### src/rtl/mbist_pkg.sv
// Purpose: shared types and March C- tables for the MBIST march controller.
// Latency: n/a (types, constants and pure functions only).
// Backpressure: n/a.
//
// Contents: FSM state enum, 3-bit element codes M0..M5, the {is_write,
// data_bit} operation type, the per-element operation count table and the
// helpers that decode an (element, phase) pair into an operation.
package mbist_pkg;

    typedef enum logic [1:0] {
        ST_IDLE  = 2'd0,
        ST_RUN   = 2'd1,
        ST_DRAIN = 2'd2,
        ST_DONE  = 2'd3
    } state_t;

    typedef enum logic [2:0] {
        M0 = 3'd0,   // up   (w0)
        M1 = 3'd1,   // up   (r0, w1)
        M2 = 3'd2,   // up   (r1, w0)
        M3 = 3'd3,   // down (r0, w1)
        M4 = 3'd4,   // down (r1, w0)
        M5 = 3'd5    // down (r0)
    } elem_t;

    typedef struct packed {
        logic is_write;
        logic data_bit;   // background bit written, or expected on a read
    } op_t;

    localparam int unsigned NUM_ELEMS = 6;

    // Operations per address for each element, indexed by elem_t.
    localparam logic [NUM_ELEMS-1:0][1:0] ELEM_OPS = {
        2'd1,   // M5
        2'd2,   // M4
        2'd2,   // M3
        2'd2,   // M2
        2'd2,   // M1
        2'd1    // M0
    };

    function automatic logic elem_is_down(input elem_t e);
        return (e >= M3);
    endfunction

    // Phase 0 is the first operation of the element at an address, phase 1
    // the second (only two-operation elements ever reach phase 1).
    function automatic op_t elem_op(input elem_t e, input logic phase);
        op_t op;
        case (e)
            M0:      op = '{is_write: 1'b1, data_bit: 1'b0};
            M1, M3:  op = phase ? op_t'{is_write: 1'b1, data_bit: 1'b1}
                                : op_t'{is_write: 1'b0, data_bit: 1'b0};
            M2, M4:  op = phase ? op_t'{is_write: 1'b1, data_bit: 1'b0}
                                : op_t'{is_write: 1'b0, data_bit: 1'b1};
            default: op = '{is_write: 1'b0, data_bit: 1'b0};
        endcase
        return op;
    endfunction

endpackage

### src/rtl/mbist_addr_gen.sv
// Purpose: loadable up/down address counter for the march sequencer.
// Latency: address updates on the clock edge after load/step.
// Backpressure: none; the sequencer steps it at most once per cycle.
//
// Ports: clk/rst (async active-high); load reloads the element start address
// (last address when load_down, else 0); step moves one address in the
// direction given by down; last flags the final address of the current sweep.
module mbist_addr_gen #(
    parameter int ADDR_WIDTH = 4
) (
    input  logic                  clk,
    input  logic                  rst,
    input  logic                  load,
    input  logic                  load_down,
    input  logic                  step,
    input  logic                  down,
    output logic [ADDR_WIDTH-1:0] addr,
    output logic                  last
);

    always_ff @(posedge clk or posedge rst) begin
        if (rst) begin
            addr <= '0;
        end else if (load) begin
            addr <= load_down ? '1 : '0;
        end else if (step) begin
            addr <= down ? (addr - ADDR_WIDTH'(1)) : (addr + ADDR_WIDTH'(1));
        end
    end

    assign last = down ? (addr == '0) : (addr == '1);

endmodule

### src/rtl/mbist_march_ctrl.sv
// Purpose: March C- memory BIST controller with sticky fail flag.
// Latency: done pulses 10*2**ADDR_WIDTH+READ_LAT+1 cycles after start.
// Backpressure: none; one memory op per cycle, start ignored while busy/done.
//
// Ports: start (1-cycle request), busy, done (1-cycle pulse), fail (sticky);
// memory side mem_write_read (1=write), mem_address, mem_wdata (one cycle
// ahead of the write it belongs to), mem_rdata (valid READ_LAT after issue).
// Optional MBIST_DIAG_EN adds fail_addr/fail_elem/fail_syndrome, captured on
// the first miscompare of a run.
module mbist_march_ctrl
    import mbist_pkg::*;
#(
    parameter int DATA_WIDTH = 8,
    parameter int ADDR_WIDTH = 4,
    parameter int READ_LAT   = 2
) (
    input  logic                  clk,
    input  logic                  rst,
    input  logic                  start,
    output logic                  busy,
    output logic                  done,
    output logic                  fail,
    output logic                  mem_write_read,
    output logic [ADDR_WIDTH-1:0] mem_address,
    output logic [DATA_WIDTH-1:0] mem_wdata,
    input  logic [DATA_WIDTH-1:0] mem_rdata
`ifdef MBIST_DIAG_EN
    ,
    output logic [ADDR_WIDTH-1:0] fail_addr,
    output logic [2:0]            fail_elem,
    output logic [DATA_WIDTH-1:0] fail_syndrome
`endif
);

    localparam int DCW = (READ_LAT > 1) ? $clog2(READ_LAT) : 1;

    state_t                state, state_nxt;
    elem_t                 elem, elem_nxt;
    logic                  phase, phase_nxt;
    logic [DCW-1:0]        drain_cnt;

    logic [ADDR_WIDTH-1:0] addr;
    logic                  addr_last;
    logic                  addr_down;
    logic                  ag_load;
    logic                  ag_load_down;
    logic                  ag_step;

    op_t                   cur_op;
    op_t                   nxt_op;
    logic                  in_run;
    logic                  elem_last_op;
    logic                  start_acc;

    // Expected-data delay line: one entry per cycle, valid only for reads.
    logic [READ_LAT-1:0]                 dl_vld;
    logic [READ_LAT-1:0][DATA_WIDTH-1:0] dl_exp;
    logic                                miscompare;

    assign in_run       = (state == ST_RUN);
    assign start_acc    = (state == ST_IDLE) && start;
    assign cur_op       = elem_op(elem, phase);
    assign elem_last_op = ({1'b0, phase} == (ELEM_OPS[elem] - 2'd1));
    assign addr_down    = elem_is_down(elem);

    mbist_addr_gen #(
        .ADDR_WIDTH (ADDR_WIDTH)
    ) u_addr_gen (
        .clk       (clk),
        .rst       (rst),
        .load      (ag_load),
        .load_down (ag_load_down),
        .step      (ag_step),
        .down      (addr_down),
        .addr      (addr),
        .last      (addr_last)
    );

    // ---------------------------------------------------------------- FSM
    always_ff @(posedge clk or posedge rst) begin
        if (rst) begin
            state <= ST_IDLE;
            elem  <= M0;
            phase <= 1'b0;
        end else begin
            state <= state_nxt;
            elem  <= elem_nxt;
            phase <= phase_nxt;
        end
    end

    always_comb begin
        state_nxt    = state;
        elem_nxt     = elem;
        phase_nxt    = phase;
        ag_load      = 1'b0;
        ag_load_down = 1'b0;
        ag_step      = 1'b0;
        case (state)
            ST_IDLE: begin
                if (start) begin
                    state_nxt = ST_RUN;
                    elem_nxt  = M0;
                    phase_nxt = 1'b0;
                    ag_load   = 1'b1;
                end
            end
            ST_RUN: begin
                if (!elem_last_op) begin
                    phase_nxt = 1'b1;
                end else begin
                    phase_nxt = 1'b0;
                    if (!addr_last) begin
                        ag_step = 1'b1;
                    end else if (elem == M5) begin
                        state_nxt = ST_DRAIN;
                    end else begin
                        // Next element starts straight away at its own first
                        // address, so no bubble between elements.
                        elem_nxt     = elem_t'(elem + 3'd1);
                        ag_load      = 1'b1;
                        ag_load_down = elem_is_down(elem_nxt);
                    end
                end
            end
            ST_DRAIN: begin
                if (drain_cnt == DCW'(READ_LAT - 1)) begin
                    state_nxt = ST_DONE;
                end
            end
            ST_DONE: begin
                state_nxt = ST_IDLE;
            end
            default: begin
                state_nxt = ST_IDLE;
            end
        endcase
    end

    // Waits out the read latency so the final M5 reads are still checked.
    always_ff @(posedge clk or posedge rst) begin
        if (rst) begin
            drain_cnt <= '0;
        end else if (state == ST_DRAIN) begin
            drain_cnt <= drain_cnt + DCW'(1);
        end else begin
            drain_cnt <= '0;
        end
    end

    // --------------------------------------------------------- memory bus
    assign mem_write_read = in_run && cur_op.is_write;
    assign mem_address    = in_run ? addr : '0;

    // The memory samples write data a cycle before the write strobe, so the
    // bus carries the data of the operation the FSM is about to issue.
    assign nxt_op    = elem_op(elem_nxt, phase_nxt);
    assign mem_wdata = ((state_nxt == ST_RUN) && nxt_op.is_write) ?
                       {DATA_WIDTH{nxt_op.data_bit}} : '0;

    assign busy = (state == ST_RUN) || (state == ST_DRAIN);
    assign done = (state == ST_DONE);

    // ------------------------------------------------------------ compare
    always_ff @(posedge clk or posedge rst) begin
        if (rst) begin
            dl_vld <= '0;
            dl_exp <= '0;
        end else begin
            dl_vld[0] <= in_run && !cur_op.is_write;
            dl_exp[0] <= {DATA_WIDTH{cur_op.data_bit}};
            for (int i = 1; i < READ_LAT; i++) begin
                dl_vld[i] <= dl_vld[i-1];
                dl_exp[i] <= dl_exp[i-1];
            end
        end
    end

    assign miscompare = dl_vld[READ_LAT-1] && (mem_rdata != dl_exp[READ_LAT-1]);

    // A miscompare only flags the run; the march always completes.
    always_ff @(posedge clk or posedge rst) begin
        if (rst) begin
            fail <= 1'b0;
        end else if (start_acc) begin
            fail <= 1'b0;
        end else if (miscompare) begin
            fail <= 1'b1;
        end
    end

`ifdef MBIST_DIAG_EN
    logic [READ_LAT-1:0][ADDR_WIDTH-1:0] dl_addr;
    logic [READ_LAT-1:0][2:0]            dl_elem;

    always_ff @(posedge clk or posedge rst) begin
        if (rst) begin
            dl_addr <= '0;
            dl_elem <= '0;
        end else begin
            dl_addr[0] <= addr;
            dl_elem[0] <= elem;
            for (int i = 1; i < READ_LAT; i++) begin
                dl_addr[i] <= dl_addr[i-1];
                dl_elem[i] <= dl_elem[i-1];
            end
        end
    end

    // fail still low means this is the first miscompare of the run.
    always_ff @(posedge clk or posedge rst) begin
        if (rst) begin
            fail_addr     <= '0;
            fail_elem     <= '0;
            fail_syndrome <= '0;
        end else if (start_acc) begin
            fail_addr     <= '0;
            fail_elem     <= '0;
            fail_syndrome <= '0;
        end else if (miscompare && !fail) begin
            fail_addr     <= dl_addr[READ_LAT-1];
            fail_elem     <= dl_elem[READ_LAT-1];
            fail_syndrome <= dl_exp[READ_LAT-1] ^ mem_rdata;
        end
    end
`endif

endmodule

### config.mk
export PLATFORM = sky130hd
export DESIGN_NAME = mbist_march_ctrl
export DESIGN_NICKNAME = d
export VERILOG_FILES = /design/src/rtl/mbist_pkg.sv /design/src/rtl/mbist_addr_gen.sv /design/src/rtl/mbist_march_ctrl.sv
export SDC_FILE = /design/constraint.sdc
export NUM_CORES = 1
export LEC_CHECK = 0
export ABC_AREA = 1
export CAP_MARGIN = 5
export CORE_MARGIN = 10
export CORE_UTILIZATION = 55
export DETAILED_ROUTE_END_ITERATION = 16
export PLACE_DENSITY = 0.92
export SYNTH_ARGS = -nofsm -noshare
export SYNTH_HDL_FRONTEND = slang
export SYNTH_SLANG_ARGS = --single-unit
### constraint.sdc
create_clock -name clk -period 5.6 [get_ports clk]
set_input_delay 0.56 -clock clk [delete_from_list [all_inputs] [get_ports clk]]
set_output_delay 0.56 -clock clk [all_outputs]
set_load 0.1 [all_outputs]
==> results of run 1 <==
power groups by stage:
stage | logic (mW) | clock network, mW | registers [mW]
floorplan | 0.424 | 0 | 0.203
global placement | 0.531 | 0 | 0.191
detailed placement | 0.541 | 0 | 0.193
CTS | 0.546 | 0.0787 | 0.190
global route | 0.599 | 0.0842 | 0.195
finish | 0.542 | 0.0772 | 0.191
cell usage in the layout (no fill, tap or decap), types with 2 or more instances in the layout:
cell	instances
xor2_1	3
clkbuf_4	3
nor2_4	2
nand3_1	8
dfrtp_1	16
nor2_1	21
nand2_1	60
ha_1	12
a21oi_1	5
clkdlybuf4s50_1	26
inv_2	2
inv_1	28
nand2_2	6
o21ai_0	3
metal layers:
metal | vias up | GRT usage, % | wire length (um)
met4 | 0 | 3.202 | 64
li1 | 613 | - | -
met1 | 514 | 15.55 | 1196
met5 | - | 0 | 0
met2 | 59 | 21.08 | 1198
met3 | 11 | 4.992 | 313
stage by stage:
stage / cell area (um2) / hold slack (ns)
detailed placement: 1545 / 0.3403
global placement: 1545 / 0.3364
CTS: 1582 / 0.3625
finish: 1582 / 0.3574
floorplan: 1306 / 0.3312
global route: 1582 / 0.3792
sequential cells by signal, summed over array words and instances (netlist names):
| name | flops |
|---|---|
| state | 2 |
| elem | 3 |
| dl_exp | 2 |
| drain_cnt | 1 |
| fail | 1 |
| dl_vld | 2 |
| u_addr_gen.addr | 4 |
| phase | 1 |
final timing paths:
kind	end	slack, ns	depth (start not counted)
worst max-delay path	mem_wdata[4]	1.28	14
worst min register to register	dl_exp[8]	0.36	0
min in group asynchronous	fail	0.64	2
max in group asynchronous	phase	4.56	2
worst min-delay path	dl_exp[8]	0.36	0
worst max register to register	u_addr_gen.addr[3]	3.40	13
kinds of logic (layout without fill, tap and decap cells):
family | after synthesis | after routing
simple gates | 104 | 104
xor+xnor | 3 | 3
buf+inv | 38 | 60
fa+ha+maj | 13 | 13
compound gates | 14 | 14
flops | 16 | 16
critical path, stage by stage (launching register included):
cell	delay (ns)
dfrtp_1	0.46
ha_1	0.24
ha_1	0.21
nor2_1	0.13
nand2_2	0.14
inv_1	0.08
nand2_1	0.06
nand2_2	0.10
nand2_1	0.10
nor2_4	0.16
nor2_2	0.05
a21oi_2	0.14
nand2_1	0.06
nor2_1	0.32
clkdlybuf4s50_1	1.22
final cells by class:
class,count,area [um2],area share [%]
sequential,16,400.4,25.32
clock buffer,4,36.28,2.294
timing repair buffer,26,260.3,16.46
tap,28,35.03,2.215
inverter,30,112.6,7.120
multi-input combinational,134,737.0,46.60
==> impl_metrics.json, run 1 <==
{
  "core-area_um2": 2233,
  "synth_compound_area_share_pct": 6.513,
  "peakVddDrop_mv": 0.5235,
  "critPathLaunchType": "register",
  "design_power_total_mw": 0.8100,
  "drc_errors": 0,
  "routedWlPerCell_um": 11.65,
  "share_clk_of_total_power_pct": 9.5,
  "detailedPlacementHpwl_um": 2146,
  "grt_pass1_wl_um": 4878,
  "count_of_pins_on_the_block_boundary": 27,
  "post-place-cells": 234,
  "initialDrtViolationCount": 36,
  "rsz0062_at_grt": "false",
  "total_switching_power_mw": 0.4706,
  "synth_edf_count": 0,
  "cts_resized": 0,
  "max_capacitance_violation_total": 0,
  "ratio_of_cells_with_drive_above_1_in_the_final_layout_pct": 9.048,
  "clkTransAtPathRegs_ns": 0.09,
  "via_count": 1197,
  "status": "finished, final reports clean",
  "final.setup_skew_ns": 0.003866,
  "drtAntennaViolNets": 0,
  "fill_cells": 184,
  "postCtsHoldBufs": 0,
  "drtPass1Iterations": 4,
  "synth-xor-area-share_pct": 2.011,
  "synthDominantCellAreaShare_pct": 30.65,
  "synth_sequential_area_ratio_pct": 30.65,
  "post_syn_area_per_cell_um2": 6.948,
  "yosys-mux-area-fraction_pct": 0,
  "ctsRootBufferMaster": "clkbuf_4",
  "die_y_um": 68.74,
  "layout.core_utilization_pct": 70.81,
  "synth_area_um2": 1306,
  "rows": 17,
  "grt_pass1_vias": 1182,
  "cp-startpoint": "elem[0]",
  "finalHoldViolations": 0,
  "pre_cts_ws_ns": 1.647,
  "synth.net_count": 212,
  "power.combinational.fraction_pct": 66.9,
  "yosys.area_share.simple_pct": 34.87,
  "cp_data_required_time_ns": 5.04,
  "fin_setup_tns_ns": 0,
  "num-nets-final": 235,
  "synth_cell_type_count": 28,
  "place_congestion": 0.8942,
  "start_util_pct": 58.49,
  "synthMostInstantiatedCell": "nand2_1",
  "worst_min_delay_path_category": "reg2reg",
  "share_seq_of_total_power_pct": 23.5,
  "timing.setup.critical_path_class": "reg2out",
  "numCtsBuffers": 3,
  "synth.cells.most_frequent": "nand2_1 (60), inv_1 (28), nor2_1 (21)",
  "sort_of_element_at_the_end_of_the_critical_path": "output port",
  "area_growth_pct": 21.07,
  "globalRouteTotalUtil_pct": 12.88,
  "min-delay-start": "dl_exp[0]",
  "p_int_mw": 0.3395,
  "routed_via_density": 5.029,
  "synth_cells": 188,
  "async_reset_ff_share_pct": 100.0,
  "die_wd_um": 68.74,
  "finalWorstPathRequiredPeriod_ns": 4.315,
  "synth_adder_area_share_pct": 13.03,
  "worst_ep_arrival_time_ns": 3.76,
  "cts_tree": "yes",
  "post_detailed_routing_wire_length_um": 2772,
  "power.share.switching_pct": 58.09,
  "pin_count_of_the_biggest_net_entering_global_routing": 17,
  "clock_tree.buffer_depth": 2,
  "maxSlewViolCount": 0,
  "synthTopCellsByArea": "dfrtp_1 (31%), nand2_1 (17%), ha_1 (11%), inv_1 (8.0%), nor2_1 (6.0%)",
  "worst-slew-pin-transition_ns": 0.9742,
  "cts-htree-levels": 1,
  "min_setup_slack_post_route_ns": 1.285,
  "yosys_warnings": 0,
  "static-leakage-power_nw": 0.8498,
  "cts_num_sinks": 16,
  "fp.dieArea_um2": 4725,
  "finalNonFillerCells": 238,
  "insertedDiodeCount": 0,
  "peak_freq_ghz": 0.2317,
  "grt_antenna_before_repair": 0,
  "synthDominantAreaCellType": "dfrtp_1",
  "post_cts_buffers": 0,
  "setup_viol": 0,
  "grt_overflow_total": 0,
  "period_share_pct": 77.06,
  "timing.max_slew.rel_slack_pct": 34.85,
  "port_buffer_count": 26,
  "cp_max_fo": 8,
  "rr_startpoint": "elem[0]",
  "top_reg_cell_synth": "dfrtp_1",
  "power.density_cell_area_nw_per_um2": 512.2,
  "clock_latency_on_the_worst_skew_pair_ns": 0.29,
  "yosys_register_bits": 16,
  "largest_family_of_logic_cells_by_synthesized_area": "simple AND/OR/NAND/NOR gates"
}
(Power assumes the default switching activity.)
==> run 2: changes to the inputs <==
--- a/config.mk
+++ b/config.mk
@@ -8,9 +8,9 @@
 export ABC_AREA = 1
 export CAP_MARGIN = 5
 export CORE_MARGIN = 10
-export CORE_UTILIZATION = 55
+export CORE_UTILIZATION = 51
 export DETAILED_ROUTE_END_ITERATION = 16
-export PLACE_DENSITY = 0.92
+export PLACE_DENSITY = 0.87
 export SYNTH_ARGS = -nofsm -noshare
 export SYNTH_HDL_FRONTEND = slang
 export SYNTH_SLANG_ARGS = --single-unit
==> constraint.sdc (replaced) <==
create_clock -name clk -period 4.15 [get_ports clk]
set_input_delay 0.415 -clock clk [delete_from_list [all_inputs] [get_ports clk]]
set_output_delay 0.415 -clock clk [all_outputs]
set_load 0.1 [all_outputs]
==> impl_metrics.json, run 2 (same netlist as run 1, synthesis figures left out) <==
{
  "timing.setup.critical_path_class": "reg2out",
  "place_congestion": 0.8356,
  "drc_errors": 0,
  "initialDrtViolationCount": 59,
  "fp.dieArea_um2": 4986,
  "port_buffer_count": 26,
  "min-delay-start": "dl_vld[0]",
  "insertedDiodeCount": 0,
  "ratio_of_cells_with_drive_above_1_in_the_final_layout_pct": 12.86,
  "whs_path_depth": 0,
  "placedInstanceArea_um2": 1528,
  "finalInstanceArea_um2": 1564,
  "global_route.usage.met1_pct": 12.50,
  "core-area_um2": 2455,
  "finalWorstPathRequiredPeriod_ns": 3.335,
  "globalRoute.busiestLayer": "met2",
  "final_common_cell": "nand2_1",
  "largest_reg_flops": 4,
  "cp_data_required_time_ns": 3.73,
  "timing.max_slew.rel_slack_pct": 34.55,
  "final_cell_mix": "nand2_1 (60), inv_1 (28), nor2_1 (21)",
  "numCtsBuffers": 3,
  "globalRouteTotalUtil_pct": 11.12,
  "clock_latency_on_the_worst_skew_pair_ns": 0.30,
  "final.setup_skew_ns": 0.0009452,
  "fin_setup_tns_ns": 0,
  "drtAntennaViolNets": 0,
  "status": "finished, final reports clean",
  "cts_tree": "yes",
  "static-leakage-power_nw": 0.8663,
  "ctsRootBufferMaster": "clkbuf_4",
  "post_cts_buffers": 0,
  "routed_via_density": 4.821,
  "reg_top3": "u_addr_gen.addr (4), elem (3)",
  "cts-htree-levels": 1,
  "finalHoldViolations": 0,
  "r2r-end": "u_addr_gen.addr[3]",
  "max_capacitance_violation_total": 0,
  "cp_max_fo": 8,
  "drtPass1Iterations": 4,
  "peak_freq_ghz": 0.2998,
  "setup_viol": 0,
  "power.share.switching_pct": 58.16,
  "grt_pass1_vias": 1132,
  "via_count": 1157,
  "share_seq_of_total_power_pct": 23.4,
  "power.density_cell_area_nw_per_um2": 698.1,
  "total_switching_power_mw": 0.6349,
  "count_of_pins_on_the_block_boundary": 27,
  "period_share_pct": 80.37,
  "rr_startpoint": "elem[0]",
  "grt_antenna_before_repair": 0,
  "clock_tree.buffer_depth": 2,
  "clkTransAtPathRegs_ns": 0.10,
  "cts_num_sinks": 16,
  "die_y_um": 70.61,
  "sort_of_element_at_the_end_of_the_critical_path": "output port",
  "critPathLaunchType": "register",
  "share_clk_of_total_power_pct": 9.9,
  "p_int_mw": 0.4568,
  "num-nets-final": 235,
  "post_detailed_routing_wire_length_um": 2693,
  "max_flop_register": "u_addr_gen.addr",
  "grt_use_met3_pct": 4.742,
  "detailedPlacementHpwl_um": 2138,
  "min_delay_worst_endpoint": "dl_vld[1]",
  "grt_overflow_total": 0,
  "area_growth_pct": 19.73,
  "postCtsHoldBufs": 0,
  "worst_ep_arrival_time_ns": 2.92,
  "start_util_pct": 53.21,
  "routedWlPerCell_um": 11.22,
  "maxSlewViolCount": 0,
  "grtUsageMet2_pct": 17.76,
  "grt_pass1_wl_um": 4685,
  "rsz0062_at_grt": "false",
  "worst-slew-pin-transition_ns": 0.9787,
  "rows": 18,
  "peakVddDrop_mv": 0.8898,
  "cts_resized": 0,
  "r2r_setup_slack_ns": 1.96,
  "pin_count_of_the_biggest_net_entering_global_routing": 17,
  "fill_cells": 227,
  "die_wd_um": 70.61,
  "power.combinational.fraction_pct": 66.7,
  "worst_min_delay_path_category": "reg2reg",
  "worstRegToRegCells": 13
}
==> run 2: cell count changes in the layout (fill, tap and decap cells not counted), sizes merged <==
| cell | before | now |
|---|---|---|
| buf | 0 | 8 |
| clkdlybuf4s50 | 26 | 18 |
==> run 2: power groups by stage <==
stage / clock, mW / combinational, mW / sequential (mW)
CTS: 0.112 / 0.732 / 0.256
detailed placement: 0 / 0.728 / 0.259
finish: 0.108 / 0.728 / 0.256
global placement: 0 / 0.718 / 0.258
floorplan: 0 / 0.572 / 0.274
global route: 0.120 / 0.807 / 0.266
==> run 2: routing by layer <==
layer	wire length (um)	vias up
met5	0	-
met4	38	0
met3	239	3
met2	1154	33
met1	1260	513
li1	-	608
==> run 2: cell type report <==
cell class | instances | area, um2 | area share, %
multi-input cells | 134 | 737.0 | 47.12
flip-flops and latches | 16 | 400.4 | 25.60
well taps | 30 | 37.54 | 2.400
inverters | 30 | 112.6 | 7.200
repair buffers | 26 | 240.2 | 15.36
clock buffers | 4 | 36.28 | 2.320
==> run 2: metrics by stage <==
step | power [mW] | cells | worst slack, ns | util [%] | hold WS, ns
finish | 1.092 | 240 | 0.8146 | 63.71 | 0.3621
global route | 1.193 | 240 | 0.5994 | 63.71 | 0.3728
CTS | 1.099 | 240 | 0.8044 | 63.71 | 0.3662
detailed placement | 0.9872 | 236 | 1.162 | 62.23 | 0.3426
global placement | 0.9763 | 236 | 1.233 | 62.23 | 0.3358
floorplan | 0.8457 | 188 | 0.09298 | - | 0.3287
==> run 2: worst max path at each step <==
| stage | start | to | slack (ns) | cells past startpoint |
|---|---|---|---|---|
| after detailed placement | elem[0] | mem_wdata[6] | 1.16 | 14 |
| after global routing | elem[0] | mem_wdata[7] | 0.60 | 14 |
| after floorplan | elem[0] | mem_wdata[1] | 0.09 | 14 |
| after CTS | elem[0] | mem_wdata[6] | 0.80 | 14 |
| after global placement | elem[0] | mem_wdata[2] | 1.23 | 14 |
| final | elem[0] | mem_wdata[6] | 0.81 | 14 |
==> run 2: worst max-delay path, stage by stage, from the launching register on <==
cell and delay, ns:
dfrtp_1 0.46, ha_1 0.23, ha_1 0.19, nor2_1 0.14, nand2_2 0.15, inv_1 0.09
nand2_1 0.06, nand2_2 0.09, nand2_1 0.09, nor2_4 0.16, nor2_2 0.05, a21oi_2 0.13
nand2_1 0.06, nor2_1 0.35, buf_4 0.37
